===== src/rtl/divider_pkg.sv =====
// Purpose: shared types and helpers for the multicycle divider and its step slice.
// Latency: n/a (declarations only).
// Backpressure: n/a.
package divider_pkg;

    // Raw state encodings kept as plain constants so older code that compares
    // against bit patterns keeps working alongside the typed enum.
    localparam logic [1:0] ST_IDLE = 2'd0;
    localparam logic [1:0] ST_CALC = 2'd1;
    localparam logic [1:0] ST_DONE = 2'd2;

    typedef enum logic [1:0] {
        IDLE = ST_IDLE,
        CALC = ST_CALC,
        DONE = ST_DONE
    } div_state_t;

    // Iteration counter width for an n-bit quotient: it must count 0..n-1
    // and is sized to also hold n.
    function automatic int cnt_width(input int n);
        return $clog2(n + 1);
    endfunction

endpackage


===== src/rtl/multicycle_divider_if.sv =====
// Purpose: operand and result handshake bundle for the multicycle divider.
// Latency: n/a (wires only).
// Backpressure: in_valid/in_ready on the operand side, out_valid/out_ready on the result side.
// Ports: master = requester (drives operands, out_ready); slave = divider.
interface multicycle_divider_if #(
    parameter int N = 8
);
    logic             in_valid;
    logic             in_ready;
    logic [2*N-1:0]   dividend;
    logic [N-1:0]     divisor;
    logic             out_valid;
    logic             out_ready;
    logic [N-1:0]     quotient;
    logic [N-1:0]     remainder;
    logic             div_by_zero;
    logic             overflow;

    modport master (
        output in_valid, dividend, divisor, out_ready,
        input  in_ready, out_valid, quotient, remainder, div_by_zero, overflow
    );

    modport slave (
        input  in_valid, dividend, divisor, out_ready,
        output in_ready, out_valid, quotient, remainder, div_by_zero, overflow
    );
endinterface


===== src/rtl/divider_step.sv =====
// Purpose: one restoring-division step, producing one quotient bit.
// Latency: combinational.
// Backpressure: none.
// Ports: r (partial remainder, must be < divisor), shift_in (next dividend bit),
//        divisor; r_next (updated remainder), q_bit (quotient bit).
module divider_step #(
    parameter int N = 8
) (
    input  logic [N-1:0] r,
    input  logic         shift_in,
    input  logic [N-1:0] divisor,
    output logic [N-1:0] r_next,
    output logic         q_bit
);
    logic [N:0]   t;
    logic [N-1:0] diff_lo;

    assign t = {r, shift_in};
    assign q_bit = (t >= {1'b0, divisor});
    // When the subtraction is taken the true result is < divisor, so it fits
    // in N bits and the low N bits of the difference are exact.
    assign diff_lo = t[N-1:0] - divisor;
    assign r_next  = q_bit ? diff_lo : t[N-1:0];
endmodule


===== src/rtl/multicycle_divider.sv =====
// Purpose: sequential restoring divider, 2N-bit dividend by N-bit divisor -> N-bit quotient/remainder.
// Latency: N+1 cycles accept-to-result (1 cycle for divide-by-zero / overflow); one op per N+2 cycles.
// Backpressure: in_ready only in IDLE; result held in DONE until out_ready, then a one-cycle bubble.
// Ports: clk, rst_n (async active-low), bus (slave side of multicycle_divider_if).
module multicycle_divider
    import divider_pkg::*;
#(
    parameter int N = 8
) (
    input  logic                  clk,
    input  logic                  rst_n,
    multicycle_divider_if.slave   bus
);
    localparam int CNT_W = cnt_width(N);
    localparam logic [CNT_W-1:0] LAST_ITER = CNT_W'(N - 1);

    div_state_t       state;
    logic [N-1:0]     r_q;        // partial remainder, always < dvs_q
    logic [N-1:0]     q_q;        // dividend low bits shifting out, quotient bits shifting in
    logic [N-1:0]     dvs_q;
    logic [CNT_W-1:0] cnt;

    logic             out_valid_q;
    logic [N-1:0]     quotient_q;
    logic [N-1:0]     remainder_q;
    logic             dbz_q;
    logic             ovf_q;

    logic [N-1:0]     dvd_hi;
    logic [N-1:0]     dvd_lo;
    logic [N-1:0]     r_next;
    logic             q_bit;
    logic             accept;

    assign dvd_hi = bus.dividend[2*N-1:N];
    assign dvd_lo = bus.dividend[N-1:0];

    assign bus.in_ready    = (state == IDLE);
    assign accept          = bus.in_valid && (state == IDLE);

    assign bus.out_valid   = out_valid_q;
    assign bus.quotient    = quotient_q;
    assign bus.remainder   = remainder_q;
    assign bus.div_by_zero = dbz_q;
    assign bus.overflow    = ovf_q;

    divider_step #(.N(N)) u_step (
        .r        (r_q),
        .shift_in (q_q[N-1]),
        .divisor  (dvs_q),
        .r_next   (r_next),
        .q_bit    (q_bit)
    );

    always_ff @(posedge clk or negedge rst_n) begin
        if (!rst_n) begin
            state       <= IDLE;
            r_q         <= '0;
            q_q         <= '0;
            dvs_q       <= '0;
            cnt         <= '0;
            out_valid_q <= 1'b0;
            quotient_q  <= '0;
            remainder_q <= '0;
            dbz_q       <= 1'b0;
            ovf_q       <= 1'b0;
        end else begin
            case (state)
                IDLE: begin
                    if (accept) begin
                        if (bus.divisor == '0) begin
                            state       <= DONE;
                            out_valid_q <= 1'b1;
                            quotient_q  <= '1;
                            remainder_q <= dvd_lo;
                            dbz_q       <= 1'b1;
                            ovf_q       <= 1'b0;
                        end else if (dvd_hi >= bus.divisor) begin
                            // Quotient would need more than N bits.
                            state       <= DONE;
                            out_valid_q <= 1'b1;
                            quotient_q  <= '1;
                            remainder_q <= '0;
                            dbz_q       <= 1'b0;
                            ovf_q       <= 1'b1;
                        end else begin
                            state <= CALC;
                            dvs_q <= bus.divisor;
                            r_q   <= dvd_hi;
                            q_q   <= dvd_lo;
                            cnt   <= '0;
                        end
                    end
                end
                CALC: begin
                    r_q <= r_next;
                    q_q <= {q_q[N-2:0], q_bit};
                    cnt <= cnt + CNT_W'(1);
                    if (cnt == LAST_ITER) begin
                        // Load the result registers straight from this step so
                        // out_valid rises on the same edge as the last bit.
                        state       <= DONE;
                        out_valid_q <= 1'b1;
                        quotient_q  <= {q_q[N-2:0], q_bit};
                        remainder_q <= r_next;
                        dbz_q       <= 1'b0;
                        ovf_q       <= 1'b0;
                    end
                end
                DONE: begin
                    if (bus.out_ready) begin
                        state       <= IDLE;
                        out_valid_q <= 1'b0;
                    end
                end
                default: begin
                    state       <= IDLE;
                    out_valid_q <= 1'b0;
                end
            endcase
        end
    end
endmodule


===== src/flat_wrapper.sv =====
// flat-port wrapper written by rule: the top's interface ports become plain ports
module multicycle_divider_flat import divider_pkg::*;
#(
    parameter int N = 8
)
  (clk, rst_n, bus_in_valid, bus_dividend, bus_divisor, bus_out_ready, bus_in_ready, bus_out_valid, bus_quotient, bus_remainder, bus_div_by_zero, bus_overflow);
  multicycle_divider_if #(.N(N)) bus_i ();
  input  logic clk;
  input  logic rst_n;
  input wire logic [$bits(bus_i.in_valid)-1:0] bus_in_valid;
  input wire logic [$bits(bus_i.dividend)-1:0] bus_dividend;
  input wire logic [$bits(bus_i.divisor)-1:0] bus_divisor;
  input wire logic [$bits(bus_i.out_ready)-1:0] bus_out_ready;
  output wire logic [$bits(bus_i.in_ready)-1:0] bus_in_ready;
  output wire logic [$bits(bus_i.out_valid)-1:0] bus_out_valid;
  output wire logic [$bits(bus_i.quotient)-1:0] bus_quotient;
  output wire logic [$bits(bus_i.remainder)-1:0] bus_remainder;
  output wire logic [$bits(bus_i.div_by_zero)-1:0] bus_div_by_zero;
  output wire logic [$bits(bus_i.overflow)-1:0] bus_overflow;
  assign bus_i.in_valid = bus_in_valid;
  assign bus_i.dividend = bus_dividend;
  assign bus_i.divisor = bus_divisor;
  assign bus_i.out_ready = bus_out_ready;
  assign bus_in_ready = bus_i.in_ready;
  assign bus_out_valid = bus_i.out_valid;
  assign bus_quotient = bus_i.quotient;
  assign bus_remainder = bus_i.remainder;
  assign bus_div_by_zero = bus_i.div_by_zero;
  assign bus_overflow = bus_i.overflow;
  multicycle_divider #(.N(N)) u_core (.clk(clk), .rst_n(rst_n), .bus(bus_i));
endmodule

===== config.mk =====
export PLATFORM = sky130hd
export DESIGN_NAME = multicycle_divider_flat
export DESIGN_NICKNAME = d
export VERILOG_FILES = /design/src/rtl/divider_pkg.sv /design/src/rtl/multicycle_divider_if.sv /design/src/rtl/divider_step.sv /design/src/rtl/multicycle_divider.sv /design/src/flat_wrapper.sv
export SDC_FILE = /design/constraint.sdc
export NUM_CORES = 1
export LEC_CHECK = 0
export CAP_MARGIN = 20
export CORE_ASPECT_RATIO = 1.25
export CORE_MARGIN = 2
export CORE_UTILIZATION = 40
export DETAILED_ROUTE_END_ITERATION = 6
export GPL_TIMING_DRIVEN = 0
export SYNTH_ARGS = -nofsm -noshare
export SYNTH_HDL_FRONTEND = slang
export SYNTH_HIERARCHICAL = 1
export SYNTH_SLANG_ARGS = --single-unit

===== constraint.sdc =====
create_clock -name clk -period 2.55 [get_ports clk]
set_input_delay 0.51 -clock clk [delete_from_list [all_inputs] [get_ports clk]]
set_output_delay 0.51 -clock clk [all_outputs]
set_load 0.05 [all_outputs]

==> flow_metrics.tcl, run 1 <==
set metrics [dict create \
    cp.arrival_ps 2680 \
    period_minus_slack_ps 2490 \
    outcome "finished clean" \
    grt_pass1_wl_um 11500 \
    path_max_fanout 5 \
    p_leak_nw 1.92 \
    max_freq_mhz 401 \
    syn_avg_cell_area_um2 10.2 \
    clk_pin_slew_ps 90 \
    ys_seq_elements 49 \
    cts_sinks 49 \
    htreeDepth 2 \
    cpMaxStageDelayCell "clkdlybuf4s50_1" \
    diodes 0 \
    start_util_pct 40.8 \
    drv_slew 0 \
    crit_chain "clkdlybuf4s50_1 -> ha_1 -> and4_1 -> o21ai_2 -> o211ai_4 -> buf_4 -> o21a_2 -> buf_6 -> mux2_2" \
    dieArea_um2 8170 \
    ant_nets 0 \
    drive_gt1_share_pct 23.6 \
    grt_max_degree 29 \
    dr_total_vias 2342 \
    cts_buffers 5 \
    post_drt_wl_per_cell_um 15.8 \
    hold_viol 0 \
    critPathMaxStageDelay_ps 490 \
    dpl_worst_slack_ps -386 \
    antenna_found_initial 0 \
    drt_pass1_iterations 4 \
    pin_count 48 \
    gp_congestion 0.820 \
    final.setup.tns_ps 0 \
    numPortBuffers 47 \
    nets 409 \
    core_um2 7310 \
    drc 0 \
    dpl-instance-area_um2 3590 \
    worstHoldPathType "in2async" \
    cts_root_buffer "clkbuf_8" \
    hpwl_um 5350 \
    gr-total-overflow 0 \
    synth_fa_ha_area_share_pct 7.80 \
    yosys.cell_types.count 44 \
    cp_data_required_time_ps 2740 \
    clock_skew_ps 5.11 \
    fin_crit_sh_pct 97.7 \
    synth_xor_area_share_pct 1.17 \
    whs_ps 171 \
    drt_iter0_markers 102 \
    vdd_ir_drop_max_mv 0.656 \
    crit_path_end_kind "flop" \
    setup_violations 0 \
    yosys-mux-area-fraction_pct 18.0 \
    clk_latency_ps 300 \
    viasPerCell 5.14 \
    layout_common_cells "65 x nand2_1, 49 x dfrtp_1, 40 x clkdlybuf4s50_1" \
    synth_top_family_by_area "multiplexers" \
    fp.dieW_um 81.3 \
    synth_warnings 6 \
    path_class "in2reg" \
    syn-cell-area_um2 2990 \
    ys_seq_area_share_pct 41.1 \
    cts_tree "done" \
    slew_headroom_pct 63.3 \
    fin_ws_ps 57.4 \
    synthSimpleGateAreaFrac_pct 15.0 \
    syn_nets 340 \
    grt_pass1_vias 2401 \
    rsz0062_at_grt "yes" \
    mostFrequentLayoutCell "nand2_1" \
    synthCells 294 \
    rows 35 \
    die_height_um 101 \
    power_per_cell_area_nw_per_um2 1480 \
    synth_compound_area_share_pct 12.3 \
    grt_util_all_layers_pct 18.5 \
    stdcell_area_um2 3940 \
    drt_wl_total_um 7220 \
    cts_buffer_depth 2 \
    synthToLayoutAreaGrowth_pct 31.9 \
    maxCapViolCount 0 \
    tightest_slew_ps 550 \
    worstSetupStartpointType "input port" \
]
[path summary, 6_finish.rpt]
kind	start	to	slack, ps	cells past startpoint
hold / removal	rst_n	u_core/state[1]	170	1
max in group asynchronous	rst_n	u_core/r_q[5]	1840	2
hold reg to reg	u_core/bus.out_valid	u_core/bus.out_valid	490	1
setup / recovery	bus_dividend[15]	u_core/bus.remainder[5]	60	9
min in group clk	u_core/bus.out_valid	u_core/bus.out_valid	490	1
setup reg to reg	u_core/dvs_q[0]	u_core/bus.remainder[6]	90	10
[cell families (layout without fill, tap and decap cells)]
kind of cell,count (synthesis),in the layout
AND/OR/NAND/NOR,102,102
flip-flops,49,49
AO/OA/AOI/OAI,47,47
multiplexers,43,43
buffers and inverters,31,101
adder cells (fa/ha/maj),18,18
XOR/XNOR,4,4
[cell type report]
| class | count | area, um^2 |
|---|---|---|
| Clock buffer | 5 | 68.8 |
| Tap cell | 92 | 115 |
| Buffer | 10 | 71.3 |
| Clock inverter | 3 | 65.1 |
| Multi-Input combinational cell | 214 | 1680 |
| Inverter | 21 | 78.8 |
| Fill cell | 673 | 3370 |
| Sequential cell | 49 | 1230 |
| Timing Repair Buffer | 62 | 638 |
[through the flow]
step / power (mW) / cells / util, %
after floorplan: 3.94 / 294 / -
after global placement: 4.71 / 433 / 48.8
after detailed placement: 4.76 / 434 / 49.0
after CTS: 5.51 / 446 / 51.3
after global routing: 6.25 / 456 / 53.9
final: 5.83 / 456 / 53.9
[where the power goes]
part | internal, mW | switching [mW]
logic | 1.86 | 1.93
registers | 1.13 | 0.257
clock network | 0.390 | 0.268
total | 3.38 | 2.46
[registers in the layout (all words and copies together), names as in the netlist, 2 cells and up]
name / cells
u_core/bus.quotient: 8
u_core/bus.remainder: 8
u_core/dvs_q: 8
u_core/q_q: 8
u_core/r_q: 8
u_core/cnt: 4
u_core/state: 2
[Yosys cell counts]
| cell | number | area (um^2) |
|---|---|---|
| nor2_1 | 9 | 33.8 |
| clkbuf_1 | 5 | 18.8 |
| a211o_1 | 1 | 8.76 |
| xnor2_1 | 4 | 35.0 |
| dfrtp_1 | 49 | 1230 |
| o21bai_1 | 2 | 15.0 |
| o22a_1 | 8 | 70.1 |
| nand4_1 | 1 | 6.26 |
| nor2b_1 | 4 | 25.0 |
| nand2_1 | 68 | 255 |
| buf_4 | 1 | 7.51 |
| buf_6 | 2 | 22.5 |
| mux2_2 | 22 | 248 |
| nor3b_1 | 2 | 15.0 |
| fa_1 | 1 | 20.0 |
| o211ai_2 | 1 | 12.5 |
| o31a_1 | 1 | 8.76 |
| buf_2 | 2 | 10.0 |
| o21a_1 | 5 | 37.5 |
| a21oi_2 | 1 | 8.76 |
| a2bb2oi_1 | 1 | 8.76 |
| nand3b_1 | 1 | 7.51 |
| nand3_1 | 5 | 25.0 |
| o31ai_2 | 1 | 12.5 |
| and2_2 | 1 | 7.51 |
| ha_1 | 17 | 213 |
| mux2i_1 | 5 | 50.1 |
| or2b_2 | 1 | 8.76 |
| o31ai_1 | 1 | 7.51 |
| o211ai_4 | 1 | 21.3 |
| and3_1 | 1 | 6.26 |
| a21oi_1 | 8 | 40.0 |
| o2111ai_1 | 1 | 8.76 |
| and4_1 | 1 | 8.76 |
| nand2b_1 | 3 | 18.8 |
| mux2_4 | 16 | 240 |
| a21oi_4 | 1 | 16.3 |
| o21ai_0 | 9 | 45.0 |
| a21o_1 | 4 | 30.0 |
| nor3_1 | 1 | 5.00 |
| or3_1 | 2 | 12.5 |
| nor4_1 | 2 | 12.5 |
| inv_1 | 21 | 78.8 |
| o21ai_4 | 1 | 16.3 |
[timing repair]
action,CTS,global route
endpoints found under the setup margin,13,22
resized for setup,0,31
setup buffers,4,8
gates cloned,0,2
pin swaps,2,11
hold buffers,0,0
[worst max-delay path, delay by kind of cell]
| family | cells | cell delay [ps] |
|---|---|---|
| and+or+nand+nor | 1 | 200 |
| buffers and inverters | 3 | 800 |
| muxes | 1 | 330 |
| adders and majority gates | 1 | 360 |
| AOI/OAI and AO/OA | 3 | 470 |
[routing by layer]
metal / up-vias / global-route usage (%) / routed length (um)
met4: 0 / 5.87 / 161
met2: 47 / 32.9 / 3830
met1: 1132 / 22.8 / 2980
met5: - / 0 / 0
li1: 1151 / - / -
met3: 12 / 2.60 / 249
Note: power is estimated with default switching activity, not from simulation.
==> run 2, diff against run 1 <==
==> constraint.sdc (replaced) <==
create_clock -name clk -period 2.5 [get_ports clk]
set_input_delay 0.5 -clock clk [delete_from_list [all_inputs] [get_ports clk]]
set_output_delay 0.5 -clock clk [all_outputs]
set_load 0.05 [all_outputs]
==> run 2 against run 1 <==
- count of clock-buffer cells in the layout stayed put
- cell area is 0.70% higher
- core utilization is 0.38 points higher
- sequential share of layout area is 0.22 points lower
- final cell count is 0.22% lower
- via count is 0.60% lower
- total power is 2.7% higher
- combinational power is 3% higher
- wire length is 0.14% higher
- first-iteration DRC count stayed put
- critical path depth is 1 higher
- global-route usage is 0.34 points higher
==> flow_metrics.tcl, run 2 (same netlist as run 1, synthesis figures left out) <==
set metrics [dict create \
    cts_tree "done" \
    mostFrequentLayoutCell "nand2_1" \
    outcome "finished clean" \
    p_switching_mw 2.51 \
    p_clk_share_pct 11.2 \
    pwr-share-seq_pct 23.6 \
    p_leak_nw 1.93 \
    rsz0062_at_grt "yes" \
    fillCellCount 672 \
    drv_slew 0 \
    final.setup.tns_ps 0 \
    crit_path_end_kind "flop" \
    hpwl_um 5350 \
    antenna_found_initial 0 \
    synthToLayoutAreaGrowth_pct 32.9 \
    worstHoldPathType "in2async" \
    cts_sinks 49 \
    max_freq_mhz 406 \
    grt_pass1_vias 2411 \
    htreeDepth 2 \
    clk_latency_ps 300 \
    whs_ps 164 \
    drt_wl_total_um 7230 \
    layout_common_cells "65 x nand2_1, 49 x dfrtp_1, 36 x clkdlybuf4s50_1" \
    cp_data_required_time_ps 2690 \
    p_int_mw 3.48 \
    cp.arrival_ps 2650 \
    drive_gt1_share_pct 24.2 \
    grt_pass1_wl_um 11700 \
    drt_pass1_iterations 4 \
    comb_power_share_pct 65.2 \
    dpl-instance-area_um2 3590 \
    diodes 0 \
    vdd_ir_drop_max_mv 0.674 \
    cts_buffers 5 \
    power_per_cell_area_nw_per_um2 1510 \
    multi_input_area_um2 1700 \
    gr-total-overflow 0 \
    rows 35 \
    clock_skew_ps 7.28 \
    power_mw 5.99 \
    hold_viol 0 \
    die_height_um 101 \
    worstSetupStartpointType "flop" \
    p_sw_share_pct 42.0 \
    setup_violations 0 \
    maxCapViolCount 0 \
    grt_util_all_layers_pct 18.9 \
    fin_crit_sh_pct 98.5 \
    pin_count 48 \
    stdcell_area_um2 3970 \
    drt_iter0_markers 102 \
    tightest_slew_ps 545 \
    ant_nets 0 \
    drc 0 \
    clk_pin_slew_ps 90 \
    core_um2 7310 \
    cts_root_buffer "clkbuf_8" \
    period_minus_slack_ps 2460 \
    numPortBuffers 47 \
    dr_total_vias 2328 \
    fp.dieW_um 81.3 \
    slew_headroom_pct 63.7 \
    start_util_pct 40.8 \
    viasPerCell 5.12 \
    nets 408 \
    cts_buffer_depth 2 \
    dieArea_um2 8170 \
    path_class "reg2reg" \
    area.sequential_um2 1230 \
    post_drt_wl_per_cell_um 15.9 \
    gp_congestion 0.820 \
    grt_max_degree 29 \
    path_max_fanout 2 \
]
run 2: cell types whose count changed in the layout (fill, tap and decap cells not counted), sizes merged:
cell,change
buf,-1
dlymetal6s2s,+1
clkdlybuf4s50,-4
dlygate4sd2,+3
run 2: critical path, stage by stage, from the launching register on:
cell,delay [ps]
dfrtp_1,450
ha_4,190
fa_2,400
nor2b_2,130
o31a_1,180
mux2i_1,200
o2111ai_1,120
mux2_4,300
nand2_4,70
nand2_2,50
mux2_4,250
run 2: metal layers:
layer,part of all wire (%),global-route usage [%]
met1,42,22.9
met2,54,33.9
met3,2.4,2.60
met4,2.2,5.87
met5,0,0
run 2: repair_timing:
action / in CTS / in global routing
cloned: 1 / 1
hold buffers: 0 / 0
setup buffers: 5 / 6
resized for setup: 7 / 30
setup endpoints to repair: 29 / 34
pin swaps: 4 / 12
run 2: worst paths after layout:
kind / startpoint / to / slack (ps) / cells after the start
setup / recovery: u_core/dvs_q[0] / u_core/bus.remainder[6] / 40 / 10
hold / removal: rst_n / u_core/state[1] / 160 / 1
setup reg to reg: u_core/dvs_q[0] / u_core/bus.remainder[6] / 40 / 10
hold reg to reg: u_core/bus.out_valid / u_core/bus.out_valid / 490 / 1
max in group asynchronous: rst_n / u_core/r_q[5] / 1800 / 2
min in group clk: u_core/bus.out_valid / u_core/bus.out_valid / 490 / 1
run 2: metrics by stage:
step | util [%] | instances | setup WS (ps)
floorplan | - | 294 | 202
global placement | 48.8 | 433 | -572
detailed placement | 49.0 | 434 | -426
CTS | 51.7 | 448 | 14.0
global route | 54.2 | 455 | -91.9
finish | 54.2 | 455 | 38.6
run 2: area by class of cell:
cell class / instances / share of cell area [%]
inverters: 21 / 1.99
well taps: 92 / 2.90
clock buffers: 5 / 1.74
repair buffers: 61 / 16.1
plain buffers: 10 / 1.80
multi-input cells: 214 / 42.9
clock inverters: 3 / 1.64
flip-flops and latches: 49 / 30.9
run 2: power groups by stage:
stage | Combinational (mW) | Clock [mW] | Sequential (mW)
5_1_grt | 4.24 | 0.710 | 1.47
6_report | 3.91 | 0.670 | 1.42
3_5_place_dp | 3.44 | 0 | 1.42
2_1_floorplan | 2.31 | 0 | 1.71
3_3_place_gp | 3.39 | 0 | 1.41
4_1_cts | 3.56 | 0.688 | 1.41
==> run 3, diff against run 2 <==
--- a/config.mk
+++ b/config.mk
@@ -8,7 +8,7 @@
 export CAP_MARGIN = 20
 export CORE_ASPECT_RATIO = 1.25
 export CORE_MARGIN = 2
-export CORE_UTILIZATION = 40
+export CORE_UTILIZATION = 35
 export DETAILED_ROUTE_END_ITERATION = 6
 export GPL_TIMING_DRIVEN = 0
 export SYNTH_ARGS = -nofsm -noshare
==> run 3 against run 2 <==
- core utilization down 6.6 points
- critical endpoint is now u_core/q_q[5]
- via count is 0.26% lower
- non-clock buffer count is 1 higher
- clock power decreased by 24%
- cell area shrank 1.1%
- critical path depth decreased by 1
- worst hold slack worse by 87 ps
==> flow_metrics.tcl, run 3 (same netlist as run 1, synthesis figures left out) <==
set metrics [dict create \
    outcome "finished clean" \
    htreeDepth 2 \
    cts_root_buffer "clkbuf_8" \
    drt_wl_total_um 7370 \
    fin_ws_ps 40.2 \
    die_height_um 107 \
    path_max_fanout 4 \
    cts_buffers 5 \
    pin_count 48 \
    numPortBuffers 47 \
    maxCapViolCount 0 \
    gr-total-overflow 0 \
    layout_common_cells "66 x nand2_1, 49 x dfrtp_1, 39 x clkdlybuf4s50_1" \
    diodes 0 \
    p_int_mw 3.31 \
    cp_data_required_time_ps 2690 \
    dr_total_vias 2322 \
    period_minus_slack_ps 2460 \
    final.setup.tns_ps 0 \
    cts_tree "done" \
    post_drt_wl_per_cell_um 16.0 \
    drv_slew 0 \
    antenna_found_initial 0 \
    p_switching_mw 2.51 \
    fin_crit_sh_pct 98.4 \
    nets 409 \
    setup_violations 0 \
    drc 0 \
    worstHoldPathType "in2async" \
    grt_pass1_wl_um 12000 \
    crit_path_end_kind "flop" \
    hold_viol 0 \
    clk_pin_slew_ps 90 \
    p_leak_nw 1.90 \
    cp.arrival_ps 2650 \
    critPathTopFamily "buffers and inverters" \
    core_um2 8240 \
    power_mw 5.83 \
    cts_sinks 49 \
    cts_buffer_depth 2 \
    ant_nets 0 \
    power_per_cell_area_nw_per_um2 1490 \
    grt_max_degree 39 \
    fillCellCount 797 \
    fp.dieW_um 86.6 \
    grt_pass1_vias 2456 \
    clk_latency_ps 300 \
    mostFrequentLayoutCell "nand2_1" \
    start_util_pct 36.2 \
    slew_headroom_pct 64.9 \
    stdcell_area_um2 3920 \
    dpl-instance-area_um2 3590 \
    path_class "in2reg" \
    grt_util_all_layers_pct 16.4 \
    hpwl_um 5450 \
    drt_iter0_markers 59 \
    drive_gt1_share_pct 24.2 \
    vdd_ir_drop_max_mv 0.826 \
    dieArea_um2 9290 \
    synthToLayoutAreaGrowth_pct 31.3 \
    rows 37 \
    viasPerCell 5.04 \
    critPathMaxStageDelay_ps 580 \
    crit_buf_inv 3 \
    cp.depth 9 \
    comb_power_share_pct 66.8 \
    cpMaxStageDelayCell "clkdlybuf4s50_1" \
    p_sw_share_pct 43.1 \
    dpl_worst_slack_ps -449 \
    pwr-share-seq_pct 24.4 \
    p_clk_share_pct 8.8 \
    crit_chain "clkdlybuf4s50_1 -> ha_4 -> nor3b_2 -> o21a_1 -> o211ai_4 -> buf_12 -> o21ai_4 -> buf_6 -> mux2_2" \
    ff2ff_path_depth 10 \
    rsz0062_at_grt "yes" \
    worstSetupStartpointType "input port" \
    tightest_slew_ps 522 \
    drt_pass1_iterations 4 \
    gp_congestion 0.810 \
    max_freq_mhz 407 \
    clock_skew_ps 6.85 \
]
run 3: cell types whose count changed in the layout (fill, tap and decap cells not counted), moves of 2 or more:
cell             before  now
clkdlybuf4s50_1      36   39
buf_4                 8   10
bufinv_16             2    0
clkbuf_8              5    7
dlygate4sd2_1         3    1
run 3: metal layers:
metal	vias to the layer above	wire length, um	global-route usage (%)
met5	-	0	0
met4	0	117	4.69
met3	8	171	1.92
met2	34	3910	29.9
met1	1133	3170	20.1
li1	1147	-	-
run 3: metrics by stage:
| stage | hold WS (ps) | utilization, % | instances |
|---|---|---|---|
| 5_1_grt | 85.0 | 47.6 | 461 |
| 6_report | 77.2 | 47.6 | 461 |
| 3_3_place_gp | 469 | 43.4 | 438 |
| 2_1_floorplan | 204 | - | 294 |
| 3_5_place_dp | 403 | 43.6 | 439 |
| 4_1_cts | 67.1 | 45.4 | 452 |
run 3: final timing paths:
path                                            to                 start  slack [ps]
max                                  u_core/q_q[5]        bus_divisor[0]          40
min                         u_core/bus.quotient[7]                 rst_n          80
max reg2reg                u_core/bus.remainder[6]       u_core/dvs_q[0]          80
min reg2reg                   u_core/bus.out_valid  u_core/bus.out_valid         490
max in group asynchronous          u_core/state[1]                 rst_n        1910
min in group clk              u_core/bus.out_valid  u_core/bus.out_valid         490
run 3: final cells by class:
class	count	area [um^2]	share of cell area, %
buffer	10	71.3	1.82
clock buffer	7	96.3	2.46
clock inverter	1	5.00	0.128
inverter	21	78.8	2.01
multi-input combinational	214	1690	43.2
sequential	49	1230	31.3
tap	97	121	3.10
timing repair buffer	62	628	16.0
run 3: power groups by stage:
stage	logic [mW]	registers [mW]	clock network, mW
global placement	3.39	1.42	0
floorplan	2.31	1.71	0
CTS	3.59	1.42	0.536
global route	4.24	1.48	0.560
detailed placement	3.46	1.43	0
finish	3.89	1.42	0.510
run 3: what timing repair did:
| action | CTS | global route |
|---|---|---|
| resized for setup | 5 | 27 |
| cloned | 0 | 1 |
| endpoints found under the setup margin | 29 | 23 |
| pin swaps | 4 | 10 |
| buffers inserted | 5 | 8 |
| hold buffers | 0 | 0 |
